`src/rtl/lcd_spi_streamer_pkg.sv`:
```
`default_nettype none
// ============================================================================
// Module      : lcd_pkg
// Description : Shared definitions for the LCD SPI transmit path. Provides
//               the character codes that make up the clear-screen prefix,
//               the default message length, the state encoding used by the
//               streamer and its byte shifter, and a counter-width helper.
// Ports       : none (package)
// Revision    : 1.0 - initial release
// ============================================================================
package lcd_pkg;

  localparam logic [7:0] LCD_ESC    = 8'h1B;
  localparam logic [7:0] LCD_LBRACK = 8'h5B;
  localparam logic [7:0] LCD_CLR    = 8'h6A;
  localparam logic [7:0] LCD_NULL   = 8'h00;

  localparam int LCD_MSG_BYTES = 19;

  typedef enum logic [2:0] {
    ST_IDLE   = 3'd0,
    ST_LOAD   = 3'd1,
    ST_BIT_LO = 3'd2,
    ST_BIT_HI = 3'd3,
    ST_GAP    = 3'd4,
    ST_DONE   = 3'd5
  } state_t;

  // Width of a counter holding 0..n-1; never narrower than one bit so a
  // divisor or gap of 1 still yields a legal vector.
  function automatic int cnt_width(input int n);
    return (n > 1) ? $clog2(n) : 1;
  endfunction

endpackage
`default_nettype wire

```
`src/rtl/lcd_spi_streamer_if.sv`:
```
`default_nettype none
// ============================================================================
// Module      : lcd_spi_streamer_if
// Description : Bundle between the display FSM, the SPI streamer and the
//               LCD pins.
// Ports       : master - drives begin_transmission/data_in, observes the rest
//               slave  - the streamer: consumes the request, drives
//                        sclk/mosi/ss_n/busy/end_transmission
// Revision    : 1.0 - initial release
// ============================================================================
interface lcd_spi_streamer_if
  import lcd_pkg::*;
#(
  parameter int MSG_BYTES = LCD_MSG_BYTES
);

  logic                   begin_transmission;
  logic [8*MSG_BYTES-1:0] data_in;
  logic                   sclk;
  logic                   mosi;
  logic                   ss_n;
  logic                   busy;
  logic                   end_transmission;

  modport master (
    output begin_transmission,
    output data_in,
    input  sclk,
    input  mosi,
    input  ss_n,
    input  busy,
    input  end_transmission
  );

  modport slave (
    input  begin_transmission,
    input  data_in,
    output sclk,
    output mosi,
    output ss_n,
    output busy,
    output end_transmission
  );

endinterface
`default_nettype wire

```
`src/rtl/lcd_spi_streamer_spi_byte_tx.sv`:
```
`default_nettype none
// ============================================================================
// Module      : spi_byte_tx
// Description : Shifts one byte out MSB first in SPI mode 0. A load pulse
//               presents bit 7 on mosi immediately; each bit then spends
//               CLK_DIV cycles with sclk low followed by CLK_DIV cycles with
//               sclk high. done is high during the final cycle of the last
//               high phase so the caller can move on at that same edge.
// Ports       : clk, rst     - clock, synchronous active-high reset
//               load         - start shifting byte_in (honoured when idle)
//               byte_in      - byte to send
//               sclk, mosi   - SPI clock / data, both registered
//               done         - last cycle of the byte
// Revision    : 1.0 - initial release
// ============================================================================
module spi_byte_tx
  import lcd_pkg::*;
#(
  parameter int CLK_DIV = 50
) (
  input  logic       clk,
  input  logic       rst,
  input  logic       load,
  input  logic [7:0] byte_in,
  output logic       sclk,
  output logic       mosi,
  output logic       done
);

  localparam int                 DIV_W    = cnt_width(CLK_DIV);
  localparam logic [DIV_W-1:0]   DIV_LAST = DIV_W'(CLK_DIV - 1);

  state_t             phase;
  logic [7:0]         shreg;
  logic [2:0]         bit_cnt;
  logic [DIV_W-1:0]   div_cnt;
  logic               sclk_reg;
  logic               div_end;

  assign div_end = (div_cnt == DIV_LAST);
  assign done    = (phase == ST_BIT_HI) && div_end && (bit_cnt == 3'd0);

  // mosi is the top of the shift register; zeros shift in behind the data,
  // so after the eighth shift the line returns to 0 without extra logic.
  assign mosi = shreg[7];
  assign sclk = sclk_reg;

  always_ff @(posedge clk) begin
    if (rst) begin
      phase    <= ST_IDLE;
      shreg    <= 8'h00;
      bit_cnt  <= 3'd0;
      div_cnt  <= '0;
      sclk_reg <= 1'b0;
    end else begin
      case (phase)
        ST_IDLE: begin
          sclk_reg <= 1'b0;
          if (load) begin
            shreg   <= byte_in;
            bit_cnt <= 3'd7;
            div_cnt <= '0;
            phase   <= ST_BIT_LO;
          end
        end
        ST_BIT_LO: begin
          if (div_end) begin
            div_cnt  <= '0;
            sclk_reg <= 1'b1;
            phase    <= ST_BIT_HI;
          end else begin
            div_cnt <= div_cnt + DIV_W'(1);
          end
        end
        ST_BIT_HI: begin
          if (div_end) begin
            div_cnt  <= '0;
            sclk_reg <= 1'b0;
            shreg    <= {shreg[6:0], 1'b0};
            if (bit_cnt != 3'd0) begin
              bit_cnt <= bit_cnt - 3'd1;
              phase   <= ST_BIT_LO;
            end else begin
              phase <= ST_IDLE;
            end
          end else begin
            div_cnt <= div_cnt + DIV_W'(1);
          end
        end
        default: begin
          phase    <= ST_IDLE;
          sclk_reg <= 1'b0;
        end
      endcase
    end
  end

endmodule
`default_nettype wire

```
`src/rtl/lcd_spi_streamer.sv`:
```
`default_nettype none
// ============================================================================
// Module      : lcd_spi_streamer
// Description : Transmit end of the display path. Latches a NULL-terminated
//               message on a begin request, sends it byte by byte over SPI
//               mode 0 with an idle gap between bytes, then pulses
//               end_transmission for one cycle.
// Ports       : clk, rst - clock, synchronous active-high reset
//               bus      - lcd_spi_streamer_if.slave:
//                          begin_transmission, data_in (byte 0 in MSBs),
//                          sclk, mosi, ss_n, busy, end_transmission
// Revision    : 1.0 - initial release
// ============================================================================
module lcd_spi_streamer
  import lcd_pkg::*;
#(
  parameter int MSG_BYTES  = LCD_MSG_BYTES,
  parameter int CLK_DIV    = 50,
  parameter int GAP_CYCLES = 4000
) (
  input  logic                  clk,
  input  logic                  rst,
  lcd_spi_streamer_if.slave     bus
);

  localparam int               IDX_W    = cnt_width(MSG_BYTES + 1);
  localparam int               GAP_W    = cnt_width(GAP_CYCLES);
  localparam logic [IDX_W-1:0] IDX_END  = IDX_W'(MSG_BYTES);
  localparam logic [GAP_W-1:0] GAP_LAST = GAP_W'(GAP_CYCLES - 1);

  state_t                 state;
  logic [8*MSG_BYTES-1:0] msg;
  logic [IDX_W-1:0]       byte_idx;
  logic [GAP_W-1:0]       gap_cnt;
  logic                   ss_n_reg;
  logic                   busy_reg;
  logic                   end_reg;

  logic [7:0]             cur_byte;
  logic                   msg_end;
  logic                   load;
  logic                   byte_done;
  logic                   tx_sclk;
  logic                   tx_mosi;

  // The latched message is shifted up by a byte after each send, so the
  // current byte is always the top byte of the register.
  assign cur_byte = msg[8*MSG_BYTES-1 -: 8];
  assign msg_end  = (cur_byte == LCD_NULL) || (byte_idx == IDX_END);

  // Combinational so the shifter puts bit 7 on mosi at the same edge that
  // leaves LOAD, keeping LOAD to a single cycle.
  assign load = (state == ST_LOAD) && !msg_end;

  spi_byte_tx #(
    .CLK_DIV (CLK_DIV)
  ) u_byte_tx (
    .clk     (clk),
    .rst     (rst),
    .load    (load),
    .byte_in (cur_byte),
    .sclk    (tx_sclk),
    .mosi    (tx_mosi),
    .done    (byte_done)
  );

  assign bus.sclk             = tx_sclk;
  assign bus.mosi             = tx_mosi;
  assign bus.ss_n             = ss_n_reg;
  assign bus.busy             = busy_reg;
  assign bus.end_transmission = end_reg;

  // ST_BIT_LO here means "a byte is in flight"; the individual low/high
  // bit phases are sequenced inside spi_byte_tx.
  always_ff @(posedge clk) begin
    if (rst) begin
      state    <= ST_IDLE;
      msg      <= '0;
      byte_idx <= '0;
      gap_cnt  <= '0;
      ss_n_reg <= 1'b1;
      busy_reg <= 1'b0;
      end_reg  <= 1'b0;
    end else begin
      end_reg <= 1'b0;
      case (state)
        ST_IDLE: begin
          if (bus.begin_transmission) begin
            msg      <= bus.data_in;
            byte_idx <= '0;
            busy_reg <= 1'b1;
            state    <= ST_LOAD;
          end
        end
        ST_LOAD: begin
          if (msg_end) begin
            ss_n_reg <= 1'b1;
            end_reg  <= 1'b1;
            state    <= ST_DONE;
          end else begin
            ss_n_reg <= 1'b0;
            state    <= ST_BIT_LO;
          end
        end
        ST_BIT_LO: begin
          if (byte_done) begin
            byte_idx <= byte_idx + IDX_W'(1);
            msg      <= msg << 8;
            gap_cnt  <= '0;
            state    <= ST_GAP;
          end
        end
        ST_GAP: begin
          if (gap_cnt == GAP_LAST) begin
            state <= ST_LOAD;
          end else begin
            gap_cnt <= gap_cnt + GAP_W'(1);
          end
        end
        ST_DONE: begin
          busy_reg <= 1'b0;
          state    <= ST_IDLE;
        end
        default: begin
          ss_n_reg <= 1'b1;
          busy_reg <= 1'b0;
          state    <= ST_IDLE;
        end
      endcase
    end
  end

endmodule
`default_nettype wire

```
`src/flat_wrapper.sv`:
```
// flat-port wrapper written by rule: the top's interface ports become plain ports
module lcd_spi_streamer_flat import lcd_pkg::*;
#(
  parameter int MSG_BYTES  = LCD_MSG_BYTES,
  parameter int CLK_DIV    = 50,
  parameter int GAP_CYCLES = 4000
)
  (clk, rst, bus_begin_transmission, bus_data_in, bus_sclk, bus_mosi, bus_ss_n, bus_busy, bus_end_transmission);
  lcd_spi_streamer_if #(.MSG_BYTES(MSG_BYTES)) bus_i ();
  input  logic clk;
  input  logic rst;
  input wire logic [$bits(bus_i.begin_transmission)-1:0] bus_begin_transmission;
  input wire logic [$bits(bus_i.data_in)-1:0] bus_data_in;
  output wire logic [$bits(bus_i.sclk)-1:0] bus_sclk;
  output wire logic [$bits(bus_i.mosi)-1:0] bus_mosi;
  output wire logic [$bits(bus_i.ss_n)-1:0] bus_ss_n;
  output wire logic [$bits(bus_i.busy)-1:0] bus_busy;
  output wire logic [$bits(bus_i.end_transmission)-1:0] bus_end_transmission;
  assign bus_i.begin_transmission = bus_begin_transmission;
  assign bus_i.data_in = bus_data_in;
  assign bus_sclk = bus_i.sclk;
  assign bus_mosi = bus_i.mosi;
  assign bus_ss_n = bus_i.ss_n;
  assign bus_busy = bus_i.busy;
  assign bus_end_transmission = bus_i.end_transmission;
  lcd_spi_streamer #(.MSG_BYTES(MSG_BYTES), .CLK_DIV(CLK_DIV), .GAP_CYCLES(GAP_CYCLES)) u_core (.clk(clk), .rst(rst), .bus(bus_i));
endmodule
```
`config.mk`:
```
export PLATFORM = sky130hd
export DESIGN_NAME = lcd_spi_streamer_flat
export DESIGN_NICKNAME = d
export VERILOG_FILES = /design/src/rtl/lcd_spi_streamer_pkg.sv /design/src/rtl/lcd_spi_streamer_if.sv /design/src/rtl/lcd_spi_streamer_spi_byte_tx.sv /design/src/rtl/lcd_spi_streamer.sv /design/src/flat_wrapper.sv
export SDC_FILE = /design/constraint.sdc
export NUM_CORES = 1
export LEC_CHECK = 0
export ABC_CLOCK_PERIOD_IN_PS = 4100
export BUFFER_PORTS_ARGS = -buffer_cell sky130_fd_sc_hd__buf_2
export CORE_MARGIN = 2
export CORE_UTILIZATION = 55
export CTS_CLUSTER_SIZE = 40
export DETAILED_ROUTE_END_ITERATION = 12
export PLACE_DENSITY_LB_ADDON = 0.08
export SYNTH_ARGS = -nofsm -noshare
export SYNTH_HDL_FRONTEND = slang
export SYNTH_SLANG_ARGS = --single-unit
```
`constraint.sdc`:
```
create_clock -name clk -period 4.1 [get_ports clk]
set_clock_uncertainty 0.1 [all_clocks]
set_input_delay 1.23 -clock clk [delete_from_list [all_inputs] [get_ports clk]]
set_output_delay 1.23 -clock clk [all_outputs]
set_load 0.01 [all_outputs]
```
==> flow_summary.yaml, run 1 <==
outcome:
  status: "completed"
timing:
  timing.final.crit_share_pct: 74.0
  slew_headroom_pct: 26.9
  whs_ns: 0.371
  rsz0062_at_grt: "false"
  max_freq_ghz: 0.330
  setup_tns_ns: 0
  slew_viol_final: 0
  hold_violations: 0
  worst_pin_slew_ns: 1.10
  fin_crit_ns: 3.03
  setup_viol: 0
  timing.final.ws_setup_ns: 1.07
yosys:
  synth-seq-cells: 195
  synth.avg_cell_area_um2: 7.88
  yosys_warnings: 0
  postSynthCellCount: 1118
  yosysMostFrequentCell: "nand2_1"
  netlist_area_um2: 8810
  synth_edf_count: 0
  async_flop_share_pct: 0
  synthTopCellsByArea: "dfxtp_1, a311oi_1, nand2_1"
  synth.net_count: 1279
  yosysTopAreaCell: "dfxtp_1"
  synth_top_cell_area_share_pct: 44.3
  synthFlopType: "dfxtp_1"
  synth-seq-area-share_pct: 44.3
  ys_types: 54
  ys_top_cells_by_count: "nand2_1, dfxtp_1, nor2_1"
cts:
  ctsLongestPathBuffers: 2
  cts_sinks: 195
  clock-root-buffer: "clkbuf_16"
  cts_made_buffers: 17
  ctsHtreeMaxLevel: 4
  clk_latency_ns: 0.43
  holdBufCountCts: 0
  path_clk_slew_ns: 0.07
  ctsResizeCount: 0
  cts_tree: "built"
  post_cts_buffers: 0
die:
  ios: 160
  fp.dieH_um: 131
  die_area_um2: 17000
  rows: 46
  start_util_pct: 55.9
  dieWidth_um: 131
  core_area_um2: 15800
power_and_ir_drop:
  leakagePower_nw: 4.01
  vdd_ir_drop_max_mv: 0.324
  power_per_cell_area_nw_per_um2: 672
final_layout:
  largest_register_ffs: 152
  area_delta_synth_final_pct: 15.5
  drive_above_1_share_pct: 17.3
  fin_cells: 1436
  reg.largest.list: "u_core.msg (152), u_core.gap_cnt (12), u_core.u_byte_tx.shreg (8)"
  fin_area_um2: 10200
  top_register: "u_core.msg"
  fill_cells: 1446
  final_net_count: 1367
routing:
  avgRoutedWirePerCell_um: 14.6
  dr.pass1.iters: 5
  vias: 8096
  route.detailed.drc: 0
  drt_iter0_drc: 744
  drtAntennaViolNets: 0
  vias_per_cell: 5.64
  drt-total-wl_mm: 21.0
grt:
  grt_pass1_wl_mm: 33.5
  grt_max_degree: 104
  antenna_found_initial: 1
  grt_usage_pct: 24.0
  grt_overflow_total: 0
  grt_pass1_vias: 6963
worst_setup_path:
  crit_chain: "buf_2 -> or4b_2 -> o41ai_4 -> buf_4 -> nor2_1 -> a311oi_1"
  r2r_slack_ns: 1.21
  cpLargestDelayFamily: "simple AND/OR/NAND/NOR gates"
  worst-r2r-cell-count: 5
  max_stage_delay_ns: 0.76
  cp-start-kind: "input port"
  cp_max_fo: 60
  cp.required_ns: 4.33
  critPathKind: "input port to flop"
  path_buf_inv: 2
  crit_arrival_ns: 3.27
  reg2reg_from: "u_core.state[0]"
  r2r_end: "u_core.msg[41]"
  end_kind: "flop"
  critPathSlowestCell: "or4b_2"
placement:
  io_buffers: 159
  pre_cts_ws_ns: 0.630
  placed_cells: 1403
  dp_hpwl_mm: 13.2
  placed_cell_area_um2: 9560
  place_congestion: 0.773
job:
  maxCapViolations: 0
hold_path:
  whs_path_depth: 2
  worstHoldStart: "u_core.msg[3]"
  hp-class: "flop to flop"
  min_to: "u_core.msg[3]"
==> final cells by class <==
cell class	count	area (um^2)	share of cell area, %
clock buffer	18	439	4.32
inverter	6	22.5	0.221
timing repair buffer	171	930	9.14
tap	216	270	2.66
clock inverter	14	168	1.65
antenna	1	2.50	0.0246
sequential	195	3900	38.4
multi-input combinational	815	4440	43.6
==> how the worst max path moves through the flow <==
| stage | from | to | slack [ns] | depth (start not counted) |
|---|---|---|---|---|
| 5_1_grt | bus_begin_transmission | u_core.msg[17] | 0.97 | 6 |
| 3_3_place_gp | bus_begin_transmission | u_core.msg[58] | 0.73 | 6 |
| 6_report | bus_begin_transmission | u_core.msg[33] | 1.07 | 6 |
| 3_5_place_dp | bus_begin_transmission | u_core.msg[54] | 0.63 | 6 |
| 2_1_floorplan | bus_begin_transmission | u_core.msg[83] | 1.23 | 6 |
| 4_1_cts | bus_begin_transmission | u_core.msg[33] | 1.09 | 6 |
==> logic make-up after synthesis <==
logic type | Yosys count | share of synthesized area [%]
multiplexers | 5 | 0.582
XOR/XNOR | 2 | 0.199
AND/OR/NAND/NOR | 580 | 28.2
flip-flops | 195 | 44.3
buffers and inverters | 108 | 5.54
adder cells (fa/ha/maj) | 6 | 0.852
AO/OA/AOI/OAI | 222 | 20.3
==> placed cells by master, fill, tap and decap left out, types with 6 or more instances in the layout <==
master	netlist	final
o21ai_0	6	6
nor3_1	19	19
inv_1	6	6
nor2_1	156	156
buf_2	18	158
a221oi_1	7	7
ha_1	6	6
or3_1	7	7
nand2_1	311	311
clkbuf_16	0	17
nand2b_1	9	9
nor4_1	6	6
a311oi_1	148	148
a21oi_1	29	29
nand3_1	21	21
dfxtp_1	195	195
buf_4	14	9
and3_1	14	14
==> per-stage QoR <==
stage | utilization (%) | power, W
after global placement | 60.6 | 0.00509
after floorplan | - | 0.00469
after detailed placement | 60.6 | 0.00516
final | 64.5 | 0.00684
after global routing | 64.5 | 0.00733
after CTS | 64.5 | 0.00687
==> per-layer routing <==
metal | vias up | part of all wire [%] | GRT usage, %
li1 | 4183 | - | -
met1 | 3693 | 50 | 35.7
met2 | 204 | 45 | 36.1
met3 | 14 | 4.9 | 4.28
met4 | 2 | 0.84 | 6.38
met5 | - | 0.062 | 0
==> where the power goes <==
group | switching (W) | total (W) | internal [W] | leakage, nW
Combinational | 0.00141 | 0.00225 | 0.000845 | 2.11
Clock | 0.000774 | 0.00171 | 0.000937 | 0.292
Sequential | 0.000369 | 0.00288 | 0.00251 | 1.61
==> worst min-delay path: stages (launching register included) <==
cell,delay [ns]
dfxtp_1,0.31
nand3_1,0.06
a21oi_1,0.06
Note: power is estimated with default switching activity, not from simulation.
==> inputs of run 2 (changes only) <==
ABC_CLOCK_PERIOD_IN_PS = 2600   (was 4100)
CORE_UTILIZATION = 50   (was 55)
clock period = 2.6 ns   (was 4.1 ns; I/O delays follow)
==> run 2 against run 1 <==
Effect of this change:
- clock power up 53%
- power is 61% higher
- largest power group unchanged
- hold slack worse by 0.0057 ns
- cell count rose by 2.2%
- critical path depth grew 1
- via count increased by 1.6%
- count of clock-buffer cells in the layout up 2
- highest routed layer is now met4
- flip-flop and latch count stayed put
- sequential power increased by 56%
- design area grew 2.6%
- register-to-register slack lost 1.0 ns
- critical path type is now flop to flop
==> flow_summary.yaml, run 2 (synthesized netlist as in run 1, its figures left out) <==
final_layout:
  drive_above_1_share_pct: 18.8
  reg.largest.list: "u_core.msg (152), u_core.gap_cnt (12), u_core.u_byte_tx.shreg (8)"
  largest_register_ffs: 152
  final_cell_mix: "nand2_1, dfxtp_1, buf_2"
  fin_cells: 1468
  layout_commonest_cell: "nand2_1"
  top_register: "u_core.msg"
  final_net_count: 1390
  area_delta_synth_final_pct: 18.4
  fin_area_um2: 10400
outcome:
  status: "completed"
timing:
  slew_headroom_pct: 41.6
  slew_viol_final: 0
  whs_ns: 0.366
  hold_violations: 0
  setup_viol: 0
  max_freq_ghz: 0.417
  rsz0062_at_grt: "false"
  fin_crit_ns: 2.40
  setup_tns_ns: 0
  timing.final.crit_share_pct: 92.2
  worst_pin_slew_ns: 0.876
routing:
  vias: 8224
  drt-total-wl_mm: 21.5
  drtAntennaViolNets: 0
  route.detailed.drc: 0
  vias_per_cell: 5.60
  avgRoutedWirePerCell_um: 14.7
  drt_iter0_drc: 590
  dr.pass1.iters: 4
placement:
  placed_cell_area_um2: 9840
  io_buffers: 159
  dp_hpwl_mm: 14.0
  place_congestion: 0.798
  placed_cells: 1434
grt:
  grt_overflow_total: 0
  grt_max_degree: 90
  grt_pass1_wl_mm: 34.8
  antenna_found_initial: 1
  grt_pass1_vias: 7244
  grt_usage_pct: 23.0
worst_setup_path:
  reg2reg_from: "u_core.state[2]"
  critPathKind: "flop to flop"
  r2r_end: "u_core.msg[18]"
  end_kind: "flop"
  cp_max_fo: 79
  r2r_slack_ns: 0.20
  cp-start-kind: "flop"
  critPathSlowestCell: "or4b_2"
  worst-r2r-cell-count: 7
  cp.required_ns: 2.83
  crit_chain: "buf_4 -> or4b_2 -> o41ai_4 -> buf_4 -> buf_12 -> nor2_1 -> a311oi_1"
  crit_arrival_ns: 2.63
  max_stage_delay_ns: 0.73
  cp_common_cell: "buf_4"
power_and_ir_drop:
  leakagePower_nw: 4.14
  vdd_ir_drop_max_mv: 0.678
  power_per_cell_area_nw_per_um2: 1050
  total_power_w: 0.0110
hold_path:
  whs_path_depth: 2
  min_to: "u_core.gap_cnt[11]"
  hp-class: "flop to flop"
  worstHoldStart: "u_core.gap_cnt[11]"
cts:
  clock-root-buffer: "clkbuf_16"
  path_clk_slew_ns: 0.07
  clk_latency_ns: 0.43
  holdBufCountCts: 0
  cts_sinks: 195
  ctsHtreeMaxLevel: 4
  cts_tree: "built"
  ctsLongestPathBuffers: 2
  cts_made_buffers: 17
die:
  start_util_pct: 51.1
  dieWidth_um: 137
  ios: 160
  fp.dieH_um: 137
  die_area_um2: 18700
  rows: 48
  core_area_um2: 17200
job:
  maxCapViolations: 0
[run 2: cell types whose count changed in the layout (fill, tap and decap cells not counted), moves of 2 or more]
cell | previous run | this run
clkinvlp_4 | 2 | 4
buf_4 | 9 | 24
inv_8 | 2 | 0
buf_12 | 3 | 10
clkinv_4 | 3 | 0
[run 2: per-layer routing]
layer	track usage, %	wire length (um)	vias to the layer above
li1	-	-	4208
met1	33.6	10400	3776
met2	34.7	9620	226
met3	4.30	1290	14
met4	5.84	202	0
met5	0	0	-
[run 2: worst max path at each step]
stage	slack, ns	startpoint	cells after the start	endpoint
2_1_floorplan	0.18	bus_begin_transmission	6	u_core.msg[83]
3_3_place_gp	0.03	bus_begin_transmission	6	u_core.msg[134]
3_5_place_dp	0.005	bus_begin_transmission	6	u_core.msg[39]
4_1_cts	0.20	u_core.u_byte_tx.div_cnt[0]	6	u_core.msg[18]
5_1_grt	0.03	u_core.u_byte_tx.div_cnt[0]	7	u_core.msg[142]
6_report	0.20	u_core.state[2]	7	u_core.msg[18]
[run 2: critical path: cells and delay by family, from the launching register on]
| kind | cells | cell delay [ns] |
|---|---|---|
| flops | 1 | 0.31 |
| buf+inv | 3 | 0.67 |
| compound gates | 2 | 0.36 |
| simple gates | 2 | 0.82 |
[run 2: stage by stage]
| step | utilization, % | setup slack [ns] |
|---|---|---|
| 3_5_place_dp | 57.1 | 0.00521 |
| 6_report | 60.5 | 0.204 |
| 5_1_grt | 60.5 | 0.0295 |
| 4_1_cts | 60.4 | 0.197 |
| 3_3_place_gp | 57.1 | 0.0334 |
| 2_1_floorplan | - | 0.179 |
[run 2: repair_timing]
action                                  CTS  global route
endpoints found under the setup margin    0             2
setup buffers                             0             1
endpoints found under the hold margin     0             0
resized for setup                         0             2
[run 2: power by group]
| group | internal (W) | switching (W) | leakage [nW] |
|---|---|---|---|
| Clock | 0.00139 | 0.00122 | 0.271 |
| Combinational | 0.00157 | 0.00232 | 2.26 |
| Sequential | 0.00395 | 0.000526 | 1.61 |
[run 2: final cells by class]
cell class	instances	area [um^2]
fillers	1645	6800
multi-input cells	815	4440
diodes	1	2.50
repair buffers	194	1210
well taps	225	282
clock inverters	12	118
clock buffers	20	457
flip-flops and latches	195	3900
inverters	6	22.5
